--- src/rtl/uart_tx_ctrl.sv ---
// UART TX frame sequencer: latches a byte and steps the registered TX mux select through start/data/parity/stop.
// Latency: DATA_VALID in IDLE at edge N gives MUX_SEL=00 after edge N; DATA_VALID is only honoured in IDLE/STOP, so hold it until BUSY rises.
module uart_tx_ctrl #(
  parameter int DATA_WIDTH = 8
) (
  input  logic                  CLK,
  input  logic                  RST,
  input  logic [DATA_WIDTH-1:0] P_DATA,
  input  logic                  DATA_VALID,
  input  logic                  PAR_EN,
  input  logic                  PAR_TYP,
  output logic [1:0]            MUX_SEL,
  output logic                  SER_DATA,
  output logic                  PAR_BIT,
  output logic                  BUSY
);

  localparam int CNT_W = (DATA_WIDTH > 1) ? $clog2(DATA_WIDTH) : 1;
  localparam logic [CNT_W-1:0] LAST_BIT = CNT_W'(DATA_WIDTH - 1);

  localparam logic [1:0] SEL_START  = 2'b00;
  localparam logic [1:0] SEL_STOP   = 2'b01;
  localparam logic [1:0] SEL_DATA   = 2'b10;
  localparam logic [1:0] SEL_PARITY = 2'b11;

  typedef enum logic [2:0] {
    IDLE   = 3'd0,
    START  = 3'd1,
    DATA   = 3'd2,
    PARITY = 3'd3,
    STOP   = 3'd4
  } state_t;

  // Everything a frame needs, captured together so mid-frame input changes cannot leak in.
  typedef struct packed {
    logic [DATA_WIDTH-1:0] data;
    logic                  par_en;
    logic                  par_typ;
  } frame_cfg_t;

  state_t           state;
  state_t           state_nxt;
  frame_cfg_t       cfg_q;
  logic [CNT_W-1:0] bit_cnt;
  logic             load;

  assign load = DATA_VALID && ((state == IDLE) || (state == STOP));

  always_ff @(posedge CLK) begin
    if (RST) begin
      state   <= IDLE;
      cfg_q   <= '0;
      bit_cnt <= '0;
    end else begin
      state <= state_nxt;
      if (load) begin
        cfg_q   <= '{data: P_DATA, par_en: PAR_EN, par_typ: PAR_TYP};
        bit_cnt <= '0;
      end else if ((state == DATA) && (bit_cnt != LAST_BIT)) begin
        bit_cnt <= bit_cnt + 1'b1;
      end
    end
  end

  always_comb begin
    state_nxt = state;
    case (state)
      IDLE:    if (DATA_VALID) state_nxt = START;
      START:   state_nxt = DATA;
      DATA: begin
        if (bit_cnt == LAST_BIT) state_nxt = cfg_q.par_en ? PARITY : STOP;
      end
      PARITY:  state_nxt = STOP;
      STOP:    state_nxt = DATA_VALID ? START : IDLE;
      default: state_nxt = IDLE;
    endcase
  end

  always_comb begin
    MUX_SEL = SEL_STOP;
    BUSY    = 1'b1;
    case (state)
      IDLE:    BUSY    = 1'b0;
      START:   MUX_SEL = SEL_START;
      DATA:    MUX_SEL = SEL_DATA;
      PARITY:  MUX_SEL = SEL_PARITY;
      STOP:    MUX_SEL = SEL_STOP;
      default: BUSY    = 1'b0;
    endcase
  end

  // Both bits come straight from the latches, so they are defined in every state.
  assign SER_DATA = cfg_q.data[bit_cnt];
  assign PAR_BIT  = (^cfg_q.data) ^ cfg_q.par_typ;

endmodule

--- config.mk ---
export PLATFORM = sky130hd
export DESIGN_NAME = uart_tx_ctrl
export DESIGN_NICKNAME = d
export VERILOG_FILES = /design/src/rtl/uart_tx_ctrl.sv
export SDC_FILE = /design/constraint.sdc
export NUM_CORES = 1
export LEC_CHECK = 0
export ABC_AREA = 0
export BUFFER_PORTS_ARGS = -buffer_cell sky130_fd_sc_hd__buf_2
export CORE_ASPECT_RATIO = 1.2
export CORE_UTILIZATION = 52
export CTS_CLUSTER_DIAMETER = 50
export DETAILED_ROUTE_END_ITERATION = 16
export PLACE_DENSITY = 0.78
export SYNTH_ARGS = -nofsm -noshare
export SYNTH_HDL_FRONTEND = slang
export SYNTH_SLANG_ARGS = --single-unit
--- constraint.sdc ---
create_clock -name CLK -period 1.99 [get_ports CLK]
set_input_delay 0.2985 -clock CLK [delete_from_list [all_inputs] [get_ports CLK]]
set_output_delay 0.2985 -clock CLK [all_outputs]
set_load 0.05 [all_outputs]
==> results.txt <==
status: complete, no violations
Post-Syn Nets: 92
Critical Path Sink Type: output pin
Top Layer Used: met4
DRT Pass-1 Iters: 4
vias in the first global route: 510
power share of the combinational group: 39.8%
initial antenna violation count: 0
largest net degree at the start of global routing: 16
DRT met1 WL: 654 um
Filler cells: 111
Setup crit start kind: register
number of failing hold endpoints at the final stage: 0
share of post-route cells with drive strength above 1: 32.63%
CTS H-tree lvls: 1
root buf cell: clkbuf_4
Hold Path Depth: 3
Final Slew Violations: 0
final wirelength: 1.438 mm
row count: 15
area delta synth->final: 15.98%
internal power: 639.5 uW
Ys Warns: 0
CP peak stage delay: 490 ps
CTS Buf Count: 3
Post-DP Area: 937.1 um^2
IO Count: 18
# diodes: 0
Fmax achieved: 510.6 MHz
CP top delay family: multiplexers
worst-path cell chain: mux4_2 -> mux2_2 -> clkbuf_4
WL met3: 62 um
Yosys cell types: 27
Die Span X: 38.98 um
Crit path depth: 3
Worst Setup EP: SER_DATA
setup TNS: 0 ps
CP max-delay cell: mux4_2
Hold WS: 219.2 ps
IO buf count: 17
crit path launch: bit_cnt[1]
CTS tree: yes
min cycle time layout: 1959 ps
RePlAce Congestion: 0.7223
worst path required time: 1690 ps
DR WL met2: 677 um
WP data arrival: 1660 ps
GRT overflow: 0
Leak Pwr: 0.4360 nW
RSZ-0062 raised after global routing: no
r2r setup slk: 470 ps
Antenna Nets Post-Route: 0
residual DRC count: 0
clk_skew: 9.433 ps
syn_area_per_cell: 11.08 um^2
core area: 1483 um^2
Synth Instances: 77
Synth Register Bits: 16
CP bufs+invs: 1
Crit Path Max Fanout: 4
maxcap violations: 0
Via density: 5.339
final setup fails: 0
switching share of power: 37.47%
Worst slew margin: 76.79%
mapped cell area: 853.3 um^2
Crit Path Class: register to output pin
register area share after synthesis: 37.54%
Clock Path Buffers: 2
min-delay worst type: primary input to register
clk_lat worst skew: 310 ps
final worst-path cycle share: 98.42%
die span in y: 46.38 um
Clock transition at path regs: 100 ps
Clk pwr share: 21.8%
first-pass GRT wire length: 2.145 mm
switching pwr: 383.1 uW
post-place setup slack: 302.3 ps
Crit Reg-Reg Startpoint: bit_cnt[0]
PD cells: 1033 nW/um^2
placed insts: 108
DP Wirelength: 1.072 mm
number of DRC markers in iteration 0: 6
Peak supply drop: 0.6986 mV
post-route total power: 1.023 mW
end of the worst register-to-register path: bit_cnt[1]
post-layout util: 66.75%
Seq pwr share: 38.3%
setup bufs post-CTS: 0
starting density of the core: 57.55%
full die area: 1808 um^2
FF-to-FF path depth: 5
Hold Buf Count CTS: 0
drt wl/cell: 12.84 um
GRT Total Usage: 18.51%
worst setup margin: 31.44 ps
cell area after layout: 989.7 um^2
Final nets: 111
vias: 598
CTS sink count: 16
worst slew pin tran: 347.7 ps
fin cells: 112
## registers in the layout, summed over array words and instances, names as in the netlist
signal	cells
bit_cnt	3
cfg_q	10
state	3
## cells in the final DEF (no fill, tap or decap)
cell type,Yosys,routed
dfxtp_4,0,1
a211oi_1,2,2
nor2_1,11,11
mux4_2,2,2
nand2b_1,3,3
nor3_1,2,2
and3b_1,1,1
buf_2,0,15
mux2i_1,12,12
o21ai_0,1,1
nor2b_1,2,2
clkbuf_4,0,4
buf_4,1,2
nor3_2,1,1
xnor2_2,0,2
xnor3_1,1,1
and3_1,1,1
mux2_2,1,1
a21o_1,2,2
or2b_1,1,1
xor2_1,1,1
clkbuf_8,0,1
inv_1,1,1
a21oi_1,1,1
ha_1,2,2
dfxtp_1,16,15
nor4b_4,1,1
xnor2_1,7,5
nor3b_4,1,1
## worst min path at each step
stage	slack, ps	to	from
after detailed placement	540	cfg_q[3]	cfg_q[3]
after floorplan	370	bit_cnt[0]	RST
after global routing	230	cfg_q[6]	P_DATA[4]
after global placement	500	cfg_q[0]	cfg_q[0]
after CTS	220	cfg_q[7]	P_DATA[5]
final	220	cfg_q[7]	P_DATA[5]
## layout make-up
cell class | count | area (um^2) | area share (%)
Tap cell | 17 | 21.27 | 2.149
Multi-Input combinational cell | 56 | 506.7 | 51.20
Timing Repair Buffer | 18 | 97.59 | 9.861
Sequential cell | 16 | 324.1 | 32.74
Clock buffer | 4 | 36.28 | 3.666
Inverter | 1 | 3.754 | 0.3793
## tightest hold or removal path, cell delays in order
cell and delay (ps):
buf_2 70, mux2i_1 50, nor2_1 70
## Yosys cell counts
cell	instances	share of area, %
dfxtp_1	16	38
xnor2_1	7	7.2
xnor3_1	1	2.6
a21oi_1	1	0.59
and3_1	1	0.73
a21o_1	2	1.8
and3b_1	1	1.0
nor2b_1	2	1.5
buf_8	1	1.8
ha_1	2	2.9
xor2_1	1	1.0
nor4b_4	1	2.8
nor3b_4	1	2.2
mux2i_1	12	14
nor3_1	2	1.2
nor2_1	11	4.8
a211oi_1	2	1.8
mux4_2	2	5.3
inv_1	1	0.44
nand2b_1	3	2.2
mux2_2	1	1.3
nor3_2	1	1.2
buf_4	1	0.88
buf_6	1	1.3
o21ai_0	1	0.59
clkbuf_1	1	0.44
or2b_1	1	0.88
## layer usage
layer,track usage (%),up-vias
met3,4.831,5
met2,27.67,14
met4,14.48,0
li1,-,306
met1,22.15,273
met5,0,-
## timing repair
item                       in CTS  in global routing
pin swaps                       0                  1
resized for setup               2                  3
setup endpoints to repair       2                  2
## power groups by stage
stage | combinational (mW) | clock, mW | sequential, mW
after floorplan | 0.363 | 0 | 0.377
after global placement | 0.389 | 0 | 0.399
after detailed placement | 0.396 | 0 | 0.400
after CTS | 0.408 | 0.227 | 0.392
after global routing | 0.429 | 0.235 | 0.397
final | 0.407 | 0.223 | 0.392
## kinds of logic after synthesis
| family | synth area share (%) |
|---|---|
| flip-flops | 37.54 |
| multiplexers | 20.67 |
| AND/OR/NAND/NOR | 18.48 |
| adder cells (fa/ha/maj) | 2.932 |
| AO/OA/AOI/OAI | 4.690 |
| buffers and inverters | 4.838 |
| XOR/XNOR | 10.85 |
(Power assumes the default switching activity.)
